===== config.mk =====
export PLATFORM = sky130hd
export DESIGN_NAME = max_pool_flat
export DESIGN_NICKNAME = d
export VERILOG_FILES = /design/src/rtl/max_pool_if.sv /design/src/rtl/max_pool.sv /design/src/flat_wrapper.sv
export SDC_FILE = /design/constraint.sdc
export NUM_CORES = 1
export LEC_CHECK = 0
export BUFFER_PORTS_ARGS = -buffer_cell sky130_fd_sc_hd__buf_2
export CELL_PAD_IN_SITES_DETAIL_PLACEMENT = 2
export CELL_PAD_IN_SITES_GLOBAL_PLACEMENT = 2
export CORE_UTILIZATION = 38
export DETAILED_ROUTE_END_ITERATION = 7
export PLACE_DENSITY = 0.95
export SYNTH_ARGS = -nofsm -noshare
export SYNTH_HDL_FRONTEND = slang
export SYNTH_SLANG_ARGS = --single-unit

===== constraint.sdc =====
create_clock -name clk -period 3.8 [get_ports clk]
set_input_delay 0 -clock clk [delete_from_list [all_inputs] [get_ports clk]]
set_output_delay 0 -clock clk [all_outputs]
set_load 0.03 [all_outputs]

===== src/rtl/max_pool_if.sv =====
// Row stream between activation and max_pool, plus the pooled output stream.
interface max_pool_if #(
  parameter int DWIDTH      = 8,
  parameter int DESIGN_SIZE = 4
);
  logic                          in_data_available;
  logic [DESIGN_SIZE*DWIDTH-1:0] inp_data;
  logic [DESIGN_SIZE*DWIDTH-1:0] out_data;
  logic                          out_data_available;
  logic                          done_pool;

  modport master (
    output in_data_available, inp_data,
    input  out_data, out_data_available, done_pool
  );

  modport slave (
    input  in_data_available, inp_data,
    output out_data, out_data_available, done_pool
  );
endinterface


===== src/rtl/max_pool.sv =====
// Per-lane signed max pooling over windows of 1/2/4 consecutive rows.
// When disabled, the activation stream passes through one register stage.
module max_pool #(
  parameter int DWIDTH      = 8,
  parameter int DESIGN_SIZE = 4,
  parameter int MASK_WIDTH  = 4
) (
  input  logic                  clk,
  input  logic                  reset,
  input  logic                  enable_pool,
  input  logic [1:0]            pool_window,
  input  logic [MASK_WIDTH-1:0] validity_mask,
  max_pool_if.slave             bus
);
  localparam int RW = DESIGN_SIZE * DWIDTH;

  typedef enum logic [1:0] {IDLE, ACCUM, FLUSH, DONE} state_t;

  state_t          state, state_nxt;
  logic [RW-1:0]   acc, acc_nxt, merged, emit_row, masked, out_q;
  logic [2:0]      cnt, cnt_nxt, cnt_inc, win, win_nxt, win_sel;
  logic            emit, oda_q;

  always_comb begin
    case (pool_window)
      2'd0:    win_sel = 3'd1;
      2'd1:    win_sel = 3'd2;
      default: win_sel = 3'd4;
    endcase
  end

  always_comb begin
    merged = '0;
    for (int unsigned i = 0; i < DESIGN_SIZE; i++) begin
      merged[i*DWIDTH +: DWIDTH] =
        ($signed(acc[i*DWIDTH +: DWIDTH]) > $signed(bus.inp_data[i*DWIDTH +: DWIDTH]))
          ? acc[i*DWIDTH +: DWIDTH] : bus.inp_data[i*DWIDTH +: DWIDTH];
    end
  end

  assign cnt_inc = cnt + 3'd1;

  // A completing beat is emitted on the same edge it is accumulated; cnt==0
  // inside ACCUM means the previous window just closed, so the beat seeds afresh.
  always_comb begin
    state_nxt = state;
    acc_nxt   = acc;
    cnt_nxt   = cnt;
    win_nxt   = win;
    emit      = 1'b0;
    emit_row  = acc;
    if (!enable_pool) begin
      state_nxt = IDLE;
      cnt_nxt   = '0;
    end else begin
      case (state)
        IDLE: begin
          if (bus.in_data_available) begin
            acc_nxt   = bus.inp_data;
            win_nxt   = win_sel;
            state_nxt = ACCUM;
            if (win_sel == 3'd1) begin
              emit     = 1'b1;
              emit_row = bus.inp_data;
              cnt_nxt  = '0;
            end else begin
              cnt_nxt = 3'd1;
            end
          end
        end
        ACCUM: begin
          if (bus.in_data_available) begin
            acc_nxt = (cnt == 3'd0) ? bus.inp_data : merged;
            if (cnt_inc == win) begin
              emit     = 1'b1;
              emit_row = acc_nxt;
              cnt_nxt  = '0;
            end else begin
              cnt_nxt = cnt_inc;
            end
          end else begin
            emit      = (cnt != 3'd0);
            cnt_nxt   = '0;
            state_nxt = FLUSH;
          end
        end
        FLUSH:   state_nxt = DONE;
        default: state_nxt = IDLE;
      endcase
    end
  end

  always_comb begin
    masked = '0;
    for (int unsigned i = 0; i < DESIGN_SIZE; i++) begin
      if (validity_mask[i]) masked[i*DWIDTH +: DWIDTH] = emit_row[i*DWIDTH +: DWIDTH];
    end
  end

  always_ff @(posedge clk or posedge reset) begin
    if (reset) begin
      state <= IDLE;
      acc   <= '0;
      cnt   <= '0;
      win   <= 3'd1;
      out_q <= '0;
      oda_q <= 1'b0;
    end else begin
      state <= state_nxt;
      acc   <= acc_nxt;
      cnt   <= cnt_nxt;
      win   <= win_nxt;
      if (!enable_pool) begin
        out_q <= bus.inp_data;
        oda_q <= bus.in_data_available;
      end else if (emit) begin
        out_q <= masked;
        oda_q <= 1'b1;
      end else begin
        oda_q <= 1'b0;
      end
    end
  end

  assign bus.out_data           = out_q;
  assign bus.out_data_available = oda_q;
  assign bus.done_pool          = enable_pool ? (state == DONE) : 1'b1;
endmodule


===== src/flat_wrapper.sv =====
// flat-port wrapper written by rule: the top's interface ports become plain ports
module max_pool_flat 
#(
  parameter int DWIDTH      = 8,
  parameter int DESIGN_SIZE = 4,
  parameter int MASK_WIDTH  = 4
)
  (clk, reset, enable_pool, pool_window, validity_mask, bus_in_data_available, bus_inp_data, bus_out_data, bus_out_data_available, bus_done_pool);
  max_pool_if #(.DWIDTH(DWIDTH), .DESIGN_SIZE(DESIGN_SIZE)) bus_i ();
  input  logic clk;
  input  logic reset;
  input  logic enable_pool;
  input  logic [1:0] pool_window;
  input  logic [MASK_WIDTH-1:0] validity_mask;
  input wire logic [$bits(bus_i.in_data_available)-1:0] bus_in_data_available;
  input wire logic [$bits(bus_i.inp_data)-1:0] bus_inp_data;
  output wire logic [$bits(bus_i.out_data)-1:0] bus_out_data;
  output wire logic [$bits(bus_i.out_data_available)-1:0] bus_out_data_available;
  output wire logic [$bits(bus_i.done_pool)-1:0] bus_done_pool;
  assign bus_i.in_data_available = bus_in_data_available;
  assign bus_i.inp_data = bus_inp_data;
  assign bus_out_data = bus_i.out_data;
  assign bus_out_data_available = bus_i.out_data_available;
  assign bus_done_pool = bus_i.done_pool;
  max_pool #(.DWIDTH(DWIDTH), .DESIGN_SIZE(DESIGN_SIZE), .MASK_WIDTH(MASK_WIDTH)) u_core (.clk(clk), .reset(reset), .enable_pool(enable_pool), .pool_window(pool_window), .validity_mask(validity_mask), .bus(bus_i));
endmodule

==> metrics <==
largest cells by area after synthesis dfrtp_1, ha_1, nand2_1; Inst Count DP 780; Row Count 41; Seq pwr share 0.314; largest net degree at the start of global routing 43; adder-cell share of the synthesized area 0.0973; CTS tree done; gp weighted congestion 0.808; minimum clock period 3250 ps; most common cell after layout, fill and taps aside nand2_1; Die W 115 um; Avg Cell Area, Syn 8.89 um2; Netlist cell types 59; Final period util 0.855; first-pass GRT wire length 33000 um; Final ANT Viol Nets 0; min-delay worst type in2reg; worst-margin pin slew 1010 ps; hold path cells 3; Seq/Total Area, Yosys 0.374; f_max 308 MHz; worst skew pair latency 360 ps; top_reg_cell synth dfrtp_1; Net Count, Synth 630; Async SR Flop Fraction 1.00; switching portion of total power 0.476; Post-synth EDFFs 0; Post-Synth XOR/XNOR Area 0.00819; Max Cap Viol 0; antenna diode count 0; Setup Skew 10.8 ps; postcts setup bufs 0; most frequent cells in the layout nand2_1, buf_2, dfrtp_1; Detailed Route Iter0 Violations 291; startpoint types register; CP endpoint kind register; fillcell total 1370; Req. time, crit path 4030 ps; post-synthesis compound-gate area fraction 0.242; H-tree Lvls 3; Clock Power Share 0.185; Fin. Hold Viols 0; final setup TNS 0 ps; Yosys top cell by area dfrtp_1; GRT overflow 0; Post-route DRC 0; final slew viol count 0; Nets 733; Layout area overhead 23.0%; DR WL/cell 25.5 um; Synth Instances 550; clock tree sinks 73; routed via count 5079; Synth Cell Area 4890 um2; arrival time at the worst endpoint 3480 ps; Sw Pwr 0.00210 W; mux share of post-synthesis cell area 0.0627; cts bufs inserted 9; Finished Layout Cells 829; worst reg2reg path endpoint u_core.bus.out_data[10]$_DFFE_PP0P_; RSZ-0062 raised after global routing false; Leak 2.81 nW; Hold Path End u_core.cnt[2]$_DFFE_PP0P_; Detailed Routing Iterations Pass 1 5; drt total wl 21200 um; clock slew at reported path FFs 50 ps; area share of and/or/nand/nor cells after synthesis 0.141; clk root buf clkbuf_16; internal power 0.00231 W; CP max FO 11; PortBufs 75; core area 12600 um2; reg2reg start u_core.state[1]$_DFFE_PP0P_; Power per Cell Area 735 nW/um2; largest family of logic cells by synthesized area compound AO/OA/AOI/OAI gates; dpl hpwl 13000 um; HP Start enable_pool; Starting Density 0.389; # setup viols final 0; Vert. Die Dim 115 um; GRT Util Overall 0.337; Combinational Power Share 0.501; FF-to-FF setup slack 550 ps; # IOs 76; Synth Warn # 0; status finished, final reports clean; post-synth top area share 0.369; initial antenna violation count 0; share of cells above drive strength 1 0.196; flops & latches, synth 73; Vias/cell 6.13; WS Path Type reg2reg; Die ar. 13300 um2; R2R cell count 8; relative slew slack 0.328; Max VDD drop 0.000303 V; Max Buffers Root-to-Sink 2; vias in the first global route 5721
[power by group through the flow]
| stage | clock network, W | registers, W | logic, W |
|---|---|---|---|
| global placement | 0 | 0.00131 | 0.00184 |
| finish | 0.000818 | 0.00138 | 0.00221 |
| floorplan | 0 | 0.00144 | 0.00128 |
| global route | 0.000847 | 0.00141 | 0.00239 |
| CTS | 0.000814 | 0.00136 | 0.00212 |
| detailed placement | 0 | 0.00136 | 0.00204 |
[cell type report]
class / instances / area (um2) / share of cell area
inverters: 64 / 240 / 0.0400
flip-flops and latches: 73 / 1830 / 0.304
multi-input cells: 390 / 2700 / 0.450
well taps: 172 / 215 / 0.0358
repair buffers: 115 / 761 / 0.127
clock inverters: 4 / 20.0 / 0.00333
clock buffers: 11 / 243 / 0.0404
[repair_timing]
action,4_1_cts,5_1_grt
hold buffers,34,0
gates resized for setup,0,0
endpoints found under the hold margin,97,0
[cells in the mapped netlist, types with 2 or more instances]
cell type  count
nand2b_1       3
a22oi_1       15
and2_1         2
o21ai_0       34
a221oi_1       8
dfrtp_1       72
a21oi_2        3
a21oi_1       26
clkbuf_8       2
nand4_1        4
a21o_1         3
a221o_1       16
nor2b_1        5
mux2i_1        9
a211oi_1       2
clkbuf_1      10
o211ai_1       3
nor2_1        12
nand2_1       98
buf_1          2
o21bai_1       3
ha_1          38
nand3_1       12
o221ai_1      14
inv_1         64
a31oi_1       34
buf_2          7
mux2_2        18
[routing by layer]
metal  vias to the layer above  part of all wire  track usage
li1                       2208                 -            -
met1                      2619              0.39        0.379
met2                       185              0.53        0.605
met3                        67             0.042       0.0543
met4                         0             0.038        0.190
met5                         -                 0            0
[flip-flops by register name, indices dropped and copies added, names as in the netlist]
register                       cells
u_core.win                         3
u_core.cnt                         3
u_core.bus.out_data_available      1
u_core.state                       2
u_core.bus.out_data               32
u_core.acc                        32
[stage by stage]
step	total power, W	utilization	instance area (um2)	hold WS [ps]	setup WS [ps]
after floorplan	0.00272	-	4890	117	1360
after global placement	0.00316	0.430	5410	258	1160
after detailed placement	0.00340	0.430	5410	265	859
after CTS	0.00429	0.478	6010	39.7	815
after global routing	0.00464	0.478	6010	53.0	402
final	0.00442	0.478	6010	54.5	550
[how the worst max path moves through the flow]
stage | start | to | slack (ps) | depth (start not counted)
3_3_place_gp | u_core.state[1]$_DFFE_PP0P_ | u_core.bus.out_data[29]$_DFFE_PP0P_ | 1160 | 8
5_1_grt | u_core.state[1]$_DFFE_PP0P_ | u_core.bus.out_data[10]$_DFFE_PP0P_ | 400 | 8
6_report | u_core.state[1]$_DFFE_PP0P_ | u_core.bus.out_data[10]$_DFFE_PP0P_ | 550 | 8
4_1_cts | u_core.state[1]$_DFFE_PP0P_ | u_core.bus.out_data[26]$_DFFE_PP0P_ | 810 | 8
3_5_place_dp | u_core.state[1]$_DFFE_PP0P_ | u_core.bus.out_data[26]$_DFFE_PP0P_ | 860 | 8
2_1_floorplan | u_core.acc[29]$_DFFE_PP0P_ | u_core.acc[24]$_DFFE_PP0P_ | 1360 | 8
[worst max-delay path: stages, from the launching register on]
cell and delay [ps]:
dfrtp_1 430, inv_1 110, ha_1 470, and2_1 390, nand4_2 240, a31oi_1 420, and2_1 280, o211ai_1 370
o221ai_1 410
[cell families after synthesis]
family,Yosys count
fa+ha+maj,38
flops,73
xor+xnor,3
compound gates,172
buf+inv,87
mux,28
simple gates,149
No activity file was read; power rests on OpenSTA's default activity.
